$ cat config.mk
export PLATFORM = sky130hd
export DESIGN_NAME = conv_window_gen
export DESIGN_NICKNAME = d
export VERILOG_FILES = /design/src/rtl/conv_window_gen.sv
export SDC_FILE = /design/constraint.sdc
export NUM_CORES = 2
export LEC_CHECK = 0
export BUFFER_PORTS_ARGS = -buffer_cell sky130_fd_sc_hd__buf_4
export CAP_MARGIN = 20
export CORE_ASPECT_RATIO = 0.6
export CORE_MARGIN = 5
export CORE_UTILIZATION = 48
export CTS_CLUSTER_DIAMETER = 120
export CTS_CLUSTER_SIZE = 14
export DETAILED_ROUTE_END_ITERATION = 12
export GPL_ROUTABILITY_DRIVEN = 1
export GPL_TIMING_DRIVEN = 0
export PLACE_DENSITY_LB_ADDON = 0.15
export SLEW_MARGIN = 10
export SYNTH_ARGS = -nofsm -noshare
export SYNTH_HDL_FRONTEND = slang
export SYNTH_SLANG_ARGS = --single-unit
$ cat constraint.sdc
create_clock -name clk -period 13.04 [get_ports clk]
set_input_delay 2.608 -clock clk [delete_from_list [all_inputs] [get_ports clk]]
set_output_delay 2.608 -clock clk [all_outputs]
set_load 0.02 [all_outputs]
$ cat src/rtl/conv_window_gen.sv
// conv_window_gen: streaming KxK sliding-window generator.
// Accepts raster-order pixels, keeps K-1 previous rows in column-addressed
// line buffers, and emits every legal KxK window (flattened, r=0 oldest row,
// c=0 leftmost column) one cycle after the pixel that completes it.
// Optional feature macro: CONV_WIN_COORD_EN adds win_row/win_col outputs
// carrying the top-left coordinate of the window on win_out.
module conv_window_gen #(
    parameter int unsigned DATA_W = 32,
    parameter int unsigned IMG_W  = 28,
    parameter int unsigned IMG_H  = 36,
    parameter int unsigned K      = 3,
    parameter int unsigned STRIDE = 1
) (
    input  logic                     clk,
    input  logic                     rst_n,
    input  logic                     valid_in,
    input  logic [DATA_W-1:0]        data_in,
    output logic                     valid_out,
    output logic [K*K*DATA_W-1:0]    win_out,
    output logic                     frame_done
`ifdef CONV_WIN_COORD_EN
    ,
    output logic [$clog2(IMG_H)-1:0] win_row,
    output logic [$clog2(IMG_W)-1:0] win_col
`endif
);

    localparam int unsigned CW = $clog2(IMG_W);
    localparam int unsigned RW = $clog2(IMG_H);

    localparam logic [CW-1:0] COL_LAST  = CW'(IMG_W - 1);
    localparam logic [RW-1:0] ROW_LAST  = RW'(IMG_H - 1);
    localparam logic [CW-1:0] COL_FIRST = CW'(K - 1);
    localparam logic [RW-1:0] ROW_FIRST = RW'(K - 1);
    localparam logic [RW-1:0] ROW_PRE   = RW'(K - 2);

    typedef enum logic {
        FILL,
        RUN
    } state_t;

    state_t state_q, state_d;

    logic [CW-1:0] col;
    logic [RW-1:0] row;

    // Line buffer 0 holds the oldest row, buffer K-2 the row just above data_in.
    logic [DATA_W-1:0] lb [K-1][IMG_W];

    logic [K*K*DATA_W-1:0] win_q;
    logic [K*K*DATA_W-1:0] win_d;

    logic col_wrap;
    logic frame_wrap;
    logic phase_ok;
    logic legal;

    // Position decode and window-legality for the pixel being accepted.
    always_comb begin
        col_wrap   = (col == COL_LAST);
        frame_wrap = col_wrap && (row == ROW_LAST);
        // Stride 2: (x-(K-1)) is even exactly when bit 0 of x matches bit 0 of K-1.
        if (STRIDE == 1) begin
            phase_ok = 1'b1;
        end else begin
            phase_ok = (col[0] == COL_FIRST[0]) && (row[0] == ROW_FIRST[0]);
        end
        legal = valid_in && (state_q == RUN) && (col >= COL_FIRST) && phase_ok;
    end

    // Next window: shift left one column, new right column from line buffers + data_in.
    always_comb begin
        win_d = win_q;
        for (int unsigned r = 0; r < K; r++) begin
            for (int unsigned c = 0; c + 1 < K; c++) begin
                win_d[(r*K+c)*DATA_W +: DATA_W] = win_q[(r*K+c+1)*DATA_W +: DATA_W];
            end
        end
        for (int unsigned r = 0; r + 1 < K; r++) begin
            win_d[(r*K+K-1)*DATA_W +: DATA_W] = lb[r][col];
        end
        win_d[(K*K-1)*DATA_W +: DATA_W] = data_in;
    end

    // FSM next state: RUN once the K-1 buffered rows are full, FILL again at frame wrap.
    always_comb begin
        state_d = state_q;
        if (valid_in) begin
            if (frame_wrap) begin
                state_d = FILL;
            end else if (col_wrap && (row == ROW_PRE)) begin
                state_d = RUN;
            end
        end
    end

    // FSM state register.
    always_ff @(posedge clk or negedge rst_n) begin
        if (!rst_n) begin
            state_q <= FILL;
        end else begin
            state_q <= state_d;
        end
    end

    // Raster position counters, advancing only on accepted pixels.
    always_ff @(posedge clk or negedge rst_n) begin
        if (!rst_n) begin
            col <= '0;
            row <= '0;
        end else if (valid_in) begin
            if (col_wrap) begin
                col <= '0;
                row <= (row == ROW_LAST) ? '0 : row + 1'b1;
            end else begin
                col <= col + 1'b1;
            end
        end
    end

    // Line buffers and working window; contents need no reset because
    // legality gating keeps stale data from reaching win_out.
    always_ff @(posedge clk) begin
        if (valid_in) begin
            win_q <= win_d;
            for (int unsigned r = 0; r + 2 < K; r++) begin
                lb[r][col] <= lb[r+1][col];
            end
            lb[K-2][col] <= data_in;
        end
    end

    // Registered outputs: window, valid strobe, frame-end pulse.
    always_ff @(posedge clk or negedge rst_n) begin
        if (!rst_n) begin
            valid_out  <= 1'b0;
            frame_done <= 1'b0;
            win_out    <= '0;
        end else begin
            valid_out  <= legal;
            frame_done <= valid_in && frame_wrap;
            if (legal) begin
                win_out <= win_d;
            end
        end
    end

`ifdef CONV_WIN_COORD_EN
    // Top-left coordinate of the emitted window, registered alongside valid_out.
    always_ff @(posedge clk or negedge rst_n) begin
        if (!rst_n) begin
            win_row <= '0;
            win_col <= '0;
        end else if (legal) begin
            win_row <= row - ROW_FIRST;
            win_col <= col - COL_FIRST;
        end
    end
`endif

endmodule
* Word-level counts from Yosys, hierarchy flattened
Memories as Yosys holds them, arrays and structs flattened.
Index checks and enable logic that the tools add are counted.
** Storage, ports and cells
- Register bits :: 590
- Memory bits (writable) :: 1792
- Word-level logic and storage cells :: 40
- Memories :: 1
- Input bits :: 35
** Cells by class
- Equality and inequality tests :: 3
- Bitwise gates (word level) :: 1
- Mux-type cells :: 14
- Magnitude comparators :: 3
- Reductions and logical operators :: 9
- Add/sub/neg operators :: 2
** Memories
- lb :: words 2, width 896, read ports 2, clocked after memory_dff 0, wr ports 2, line 48 : logic [DATA_W-1:0] lb [K-1][IMG_W];
** Operators by type and width (number)
- two-way mux 896 bit :: 1
- binary-select mux 32 bit (select 5 bit) :: 2
- demux 32 bit (select 5 bit) :: 1
- two-way mux 32 bit :: 5
- adder 6 x 1 -> 6 bit (second input constant) :: 1
- equality test 6 x 1 -> 1 bit (second input constant) :: 1
- equality test 6 bit (second input constant) :: 1
- >= comparator 6 bit (second input constant) :: 1
- logical AND 1 bit :: 6
- < comparator 6 x 1 -> 1 bit (second input constant) :: 1
- two-way mux 6 bit :: 1
- NOT 5 -> 6 bit :: 1
- adder 5 x 1 -> 5 bit (second input constant) :: 1
- equality test 5 bit (second input constant) :: 1
- >= comparator 5 x 2 -> 1 bit (second input constant) :: 1
- two-way mux 5 bit :: 1
- AND reduction 2 bit :: 2
- two-way mux 1 bit :: 3
- nonzero test 2 bit :: 1

* Longest topological paths before layout
- Word-level depth :: 6
- Depth in mapped cells :: 12
- Mapped depth without buffers :: 6

* Least setup slack after synthesis
No wires, ideal clock.
- Path kind :: input-to-reg
- Start :: in valid_in
- End :: mem lb[0][1280] (netlist name), enable pin
- Data required time :: 12552 ps
- Setup slack :: 6722 ps
- Arrival time :: 5830 ps
- Stages :: 3
- Cell sequence :: buf_1 -> nand2_1 -> nor2_1
** RTL lines
- from (decl) :: line 16 : input logic valid_in,
- to (decl) :: line 48

==> flow_summary_export.csv <==
group,metric,value,unit
outcome,status,"finished clean",
grt,met3_usage,8.75,%
worst_setup_path,cp_data_required_time,13.54,ns
pwr,power_frac_clock,20.5,%
synthesis,yosys_warnings,0,
layout,drive_gt1_share,21.8,%
layout,ff_latch_area,0.0671,mm²
sta,fin_worst_hold_slack,0.433,ns
pwr,p_leak,35.1,nW
synthesis,synthCells,4580,
grt,antenna_found_initial,24,
pwr,power_switching,9.37,mW
routing,antenna_left,0,
clocking,cts-root-buf,"clkbuf_16",
pwr,p_int,15.9,mW
worst_setup_path,cp_max_fo,92,
placement,routabilityCongestion,0.821,
pwr,switching_share,37.0,%
synthesis,yosysUniqueCellTypes,57,
grt,grtUsageMet1,45.1,%
worst_setup_path,crit_type,"in2reg",
clocking,post-cts-setup-buffers,0,
worst_setup_path,arrival,6.56,ns
synthesis,synth-async-reset-ratio,13.2,%
routing,wirelength,268000,µm
grt,grt_usage,28.4,%
layout,area_growth,16.2,%
die,die_w,554,µm
worst_setup_path,slowest_delay,0.71,ns
worst_setup_path,crit_top_cell,"buf_16",
die,ios,325,
sta,setup-violations-final,0,
sta,rsz0062_at_grt,"no",
synthesis,synth_top_area_share,69.9,%
grt,grt.overflow.total,0,
sta,slew_headroom,16.3,%
clocking,cts_tree,"done",
clocking,cts.sinks,2286,
worst_setup_path,cp.buffers_inverters,8,
placement,place_area,0.0937,mm²
synthesis,synth_top_cell_by_area,"edfxtp_1",
synthesis,synth_area_leaders,"edfxtp_1, dfrtp_1, mux4_2",
clocking,cts_buffers,189,
placement,portBuffers,324,
grt,grt_pass1_vias,45100,
sta,fmax,0.165,GHz
clocking,ctsLongestPathBuffers,4,
layout,postLayoutCellArea,0.0989,mm²
die,design.die.area,0.186,mm²
sta,hold_violations,0,
placement,place_ws,6.31,ns
sta,finClkSkew,0.0456,ns
synthesis,syn_nets,4621,
clocking,cts.repair.resized,0,
grt,grt_max_degree,100,
layout,multiInputGateArea,0.0171,mm²
pwr,p_comb_share,37.0,%
pwr,seq_power_share,42.6,%
routing,wire_per_inst,34.9,µm
worst_setup_path,crit_path_cell_trace,"buf_8 -> buf_16 -> buf_16 -> buf_1 -> nand2_1 -> nor2_4 -> buf_16 -> buf_12 -> buf_16 -> buf_16",
sta,setup_slack,6.98,ns
synthesis,synth_area,0.0852,mm²
grt,use_met2,38.9,%
sta,fin_crit,6.06,ns
sta,maxSlewViolCount,0,
routing,drcViolationCount,0,
layout,fin_util,56.2,%
routing,vias_per_cell,6.20,
worst_setup_path,startpoint_type,"input port",
synthesis,synth_edf_count,1984,
synthesis,synth_area_per_cell,18.6,µm²
min_path,hp-class,"reg2reg",
pwr,p_per_area,256,mW/mm²
grt,grt_pass1_wl,366000,µm
routing,firstDrtPassIters,6,
routing,vias,47600,
die,core-area,0.176,mm²
worst_setup_path,critPathSlowestCell,"nor2_4",
die,placementRows,119,
synthesis,ys_seq_area_share,78.8,%
layout,fillers,13500,
layout,nets,5272,
pwr,max-vdd-ir-drop,175,µV
placement,dp_hpwl,185000,µm
sta,period_share,46.5,%
layout,fin_cells,7679,
clocking,h-tree-depth,4,
job,cap_violations,0,
grt,grt_busiest_layer,"met1",
placement,placedCellCount,7391,
worst_setup_path,cp-end-kind,"flop",
clocking,clock_latency,0.83,ns
routing,drt-initial-drc-count,7499,
sta,worst-slew-pin-transition,1.25,ns
clocking,path_clk_slew,0.06,ns
synthesis,ys_ff_latch,2286,
die,initial_core_util,48.4,%
clocking,holdBufCountCts,0,
die,die_h,336,µm
synthesis,ys.flop_type,"edfxtp_1",
worst_setup_path,cp_top_family,"buffers and inverters",
[cell type report]
type	instances	share of cell area (%)
Clock inverter	1	0.0114
Clock buffer	273	5.18
Antenna cell	6	0.0152
Buffer	238	1.24
Inverter	6	0.0278
Multi-Input combinational cell	2050	17.3
Timing Repair Buffer	460	5.39
Sequential cell	2286	67.9
Tap cell	2359	2.98
[through the flow]
| stage | TNS, ns | power, mW |
|---|---|---|
| 2_1_floorplan | 0 | 15.3 |
| 3_3_place_gp | -170.17 | 19.6 |
| 3_5_place_dp | 0 | 20.1 |
| 4_1_cts | 0 | 25.2 |
| 5_1_grt | 0 | 26.0 |
| 6_report | 0 | 25.3 |
[cells by family (layout without fill, tap and decap cells)]
kind of cell | Yosys count | in the layout | share of synthesized area (%)
AND/OR/NAND/NOR | 930 | 930 | 4.49
XOR/XNOR | 6 | 6 | 0.0617
adder cells (fa/ha/maj) | 6 | 6 | 0.0881
other | 0 | 6 | 0
multiplexers | 728 | 728 | 12.0
AO/OA/AOI/OAI | 380 | 380 | 3.13
buffers and inverters | 244 | 978 | 1.46
flip-flops | 2286 | 2286 | 78.8
[cells in the final DEF, fill, tap and decap left out, types with 118 or more instances in the layout]
cell,instances
buf_2,118
o22ai_1,132
mux2i_1,438
clkbuf_16,193
buf_4,350
a22oi_1,133
dfrtp_1,302
mux4_2,221
clkbuf_1,151
edfxtp_1,1984
nand2_1,730
[registers in the layout (all words and copies together), names as in the netlist]
register / cells
col: 5
lb: 1792
frame_done: 1
win_q: 192
win_out: 288
row: 6
valid_out: 1
state_q: 1
[power groups by stage]
stage	sequential (mW)	combinational, mW	clock [mW]
finish	10.8	9.35	5.18
global route	10.9	9.67	5.52
CTS	10.8	9.17	5.22
detailed placement	10.9	9.15	0
global placement	11.1	8.45	0
floorplan	11.3	3.97	0
[worst paths after layout]
check | slack [ns] | startpoint | cells past startpoint | endpoint
worst max-delay path | 6.98 | valid_in | 10 | lb[0][1753]
worst min-delay path | 0.43 | win_q[33] | 2 | win_out[1]
worst max register to register | 8.26 | col[2] | 7 | win_out[191]
worst min register to register | 0.43 | win_q[33] | 2 | win_out[1]
max in group asynchronous | 9.50 | rst_n | 4 | win_out[275]
min in group asynchronous | 1.66 | rst_n | 1 | win_out[65]
[Yosys cell counts (2+ instances only)]
| library cell | count |
|---|---|
| o31ai_1 | 4 |
| nand2_1 | 730 |
| xor2_1 | 3 |
| mux4_2 | 221 |
| a31o_1 | 4 |
| nor2_1 | 42 |
| xnor2_1 | 3 |
| a311oi_1 | 2 |
| buf_6 | 11 |
| o21ai_0 | 2 |
| inv_2 | 2 |
| a221oi_1 | 6 |
| mux4_1 | 3 |
| inv_1 | 4 |
| and2_1 | 2 |
| mux2i_1 | 438 |
| buf_2 | 116 |
| a21oi_1 | 30 |
| dfrtp_1 | 302 |
| nor2_2 | 3 |
| nor4_1 | 11 |
| nor3_1 | 9 |
| clkbuf_1 | 76 |
| or2_1 | 3 |
| nand3_1 | 94 |
| buf_1 | 8 |
| nand2b_1 | 7 |
| ha_1 | 6 |
| edfxtp_1 | 1984 |
| a22o_1 | 4 |
| buf_4 | 27 |
| a211o_1 | 4 |
| or4b_1 | 3 |
| o22a_1 | 2 |
| a211oi_1 | 47 |
| nand4bb_1 | 5 |
| o32ai_1 | 4 |
| nor2b_1 | 8 |
| o22ai_1 | 132 |
| a22oi_1 | 133 |
| a2111oi_0 | 2 |
| a21o_1 | 2 |
| nand4b_1 | 2 |
| mux2_2 | 65 |
| and3b_1 | 2 |
[worst reg2reg max path, delay by kind of cell, from the launching register on]
family                 cells  cell delay (ns)
AND/OR/NAND/NOR            3             1.71
flip-flops                 1             0.52
AO/OA/AOI/OAI              1             0.27
buffers and inverters      2             1.58
multiplexers               1             0.60
[metal layers]
| metal | wire, µm | part of all wire, % |
|---|---|---|
| met1 | 114000 | 43 |
| met2 | 111000 | 41 |
| met3 | 37600 | 14 |
| met4 | 5180 | 1.9 |
| met5 | 28 | 0.010 |
No activity file was read; power rests on OpenSTA's default activity.
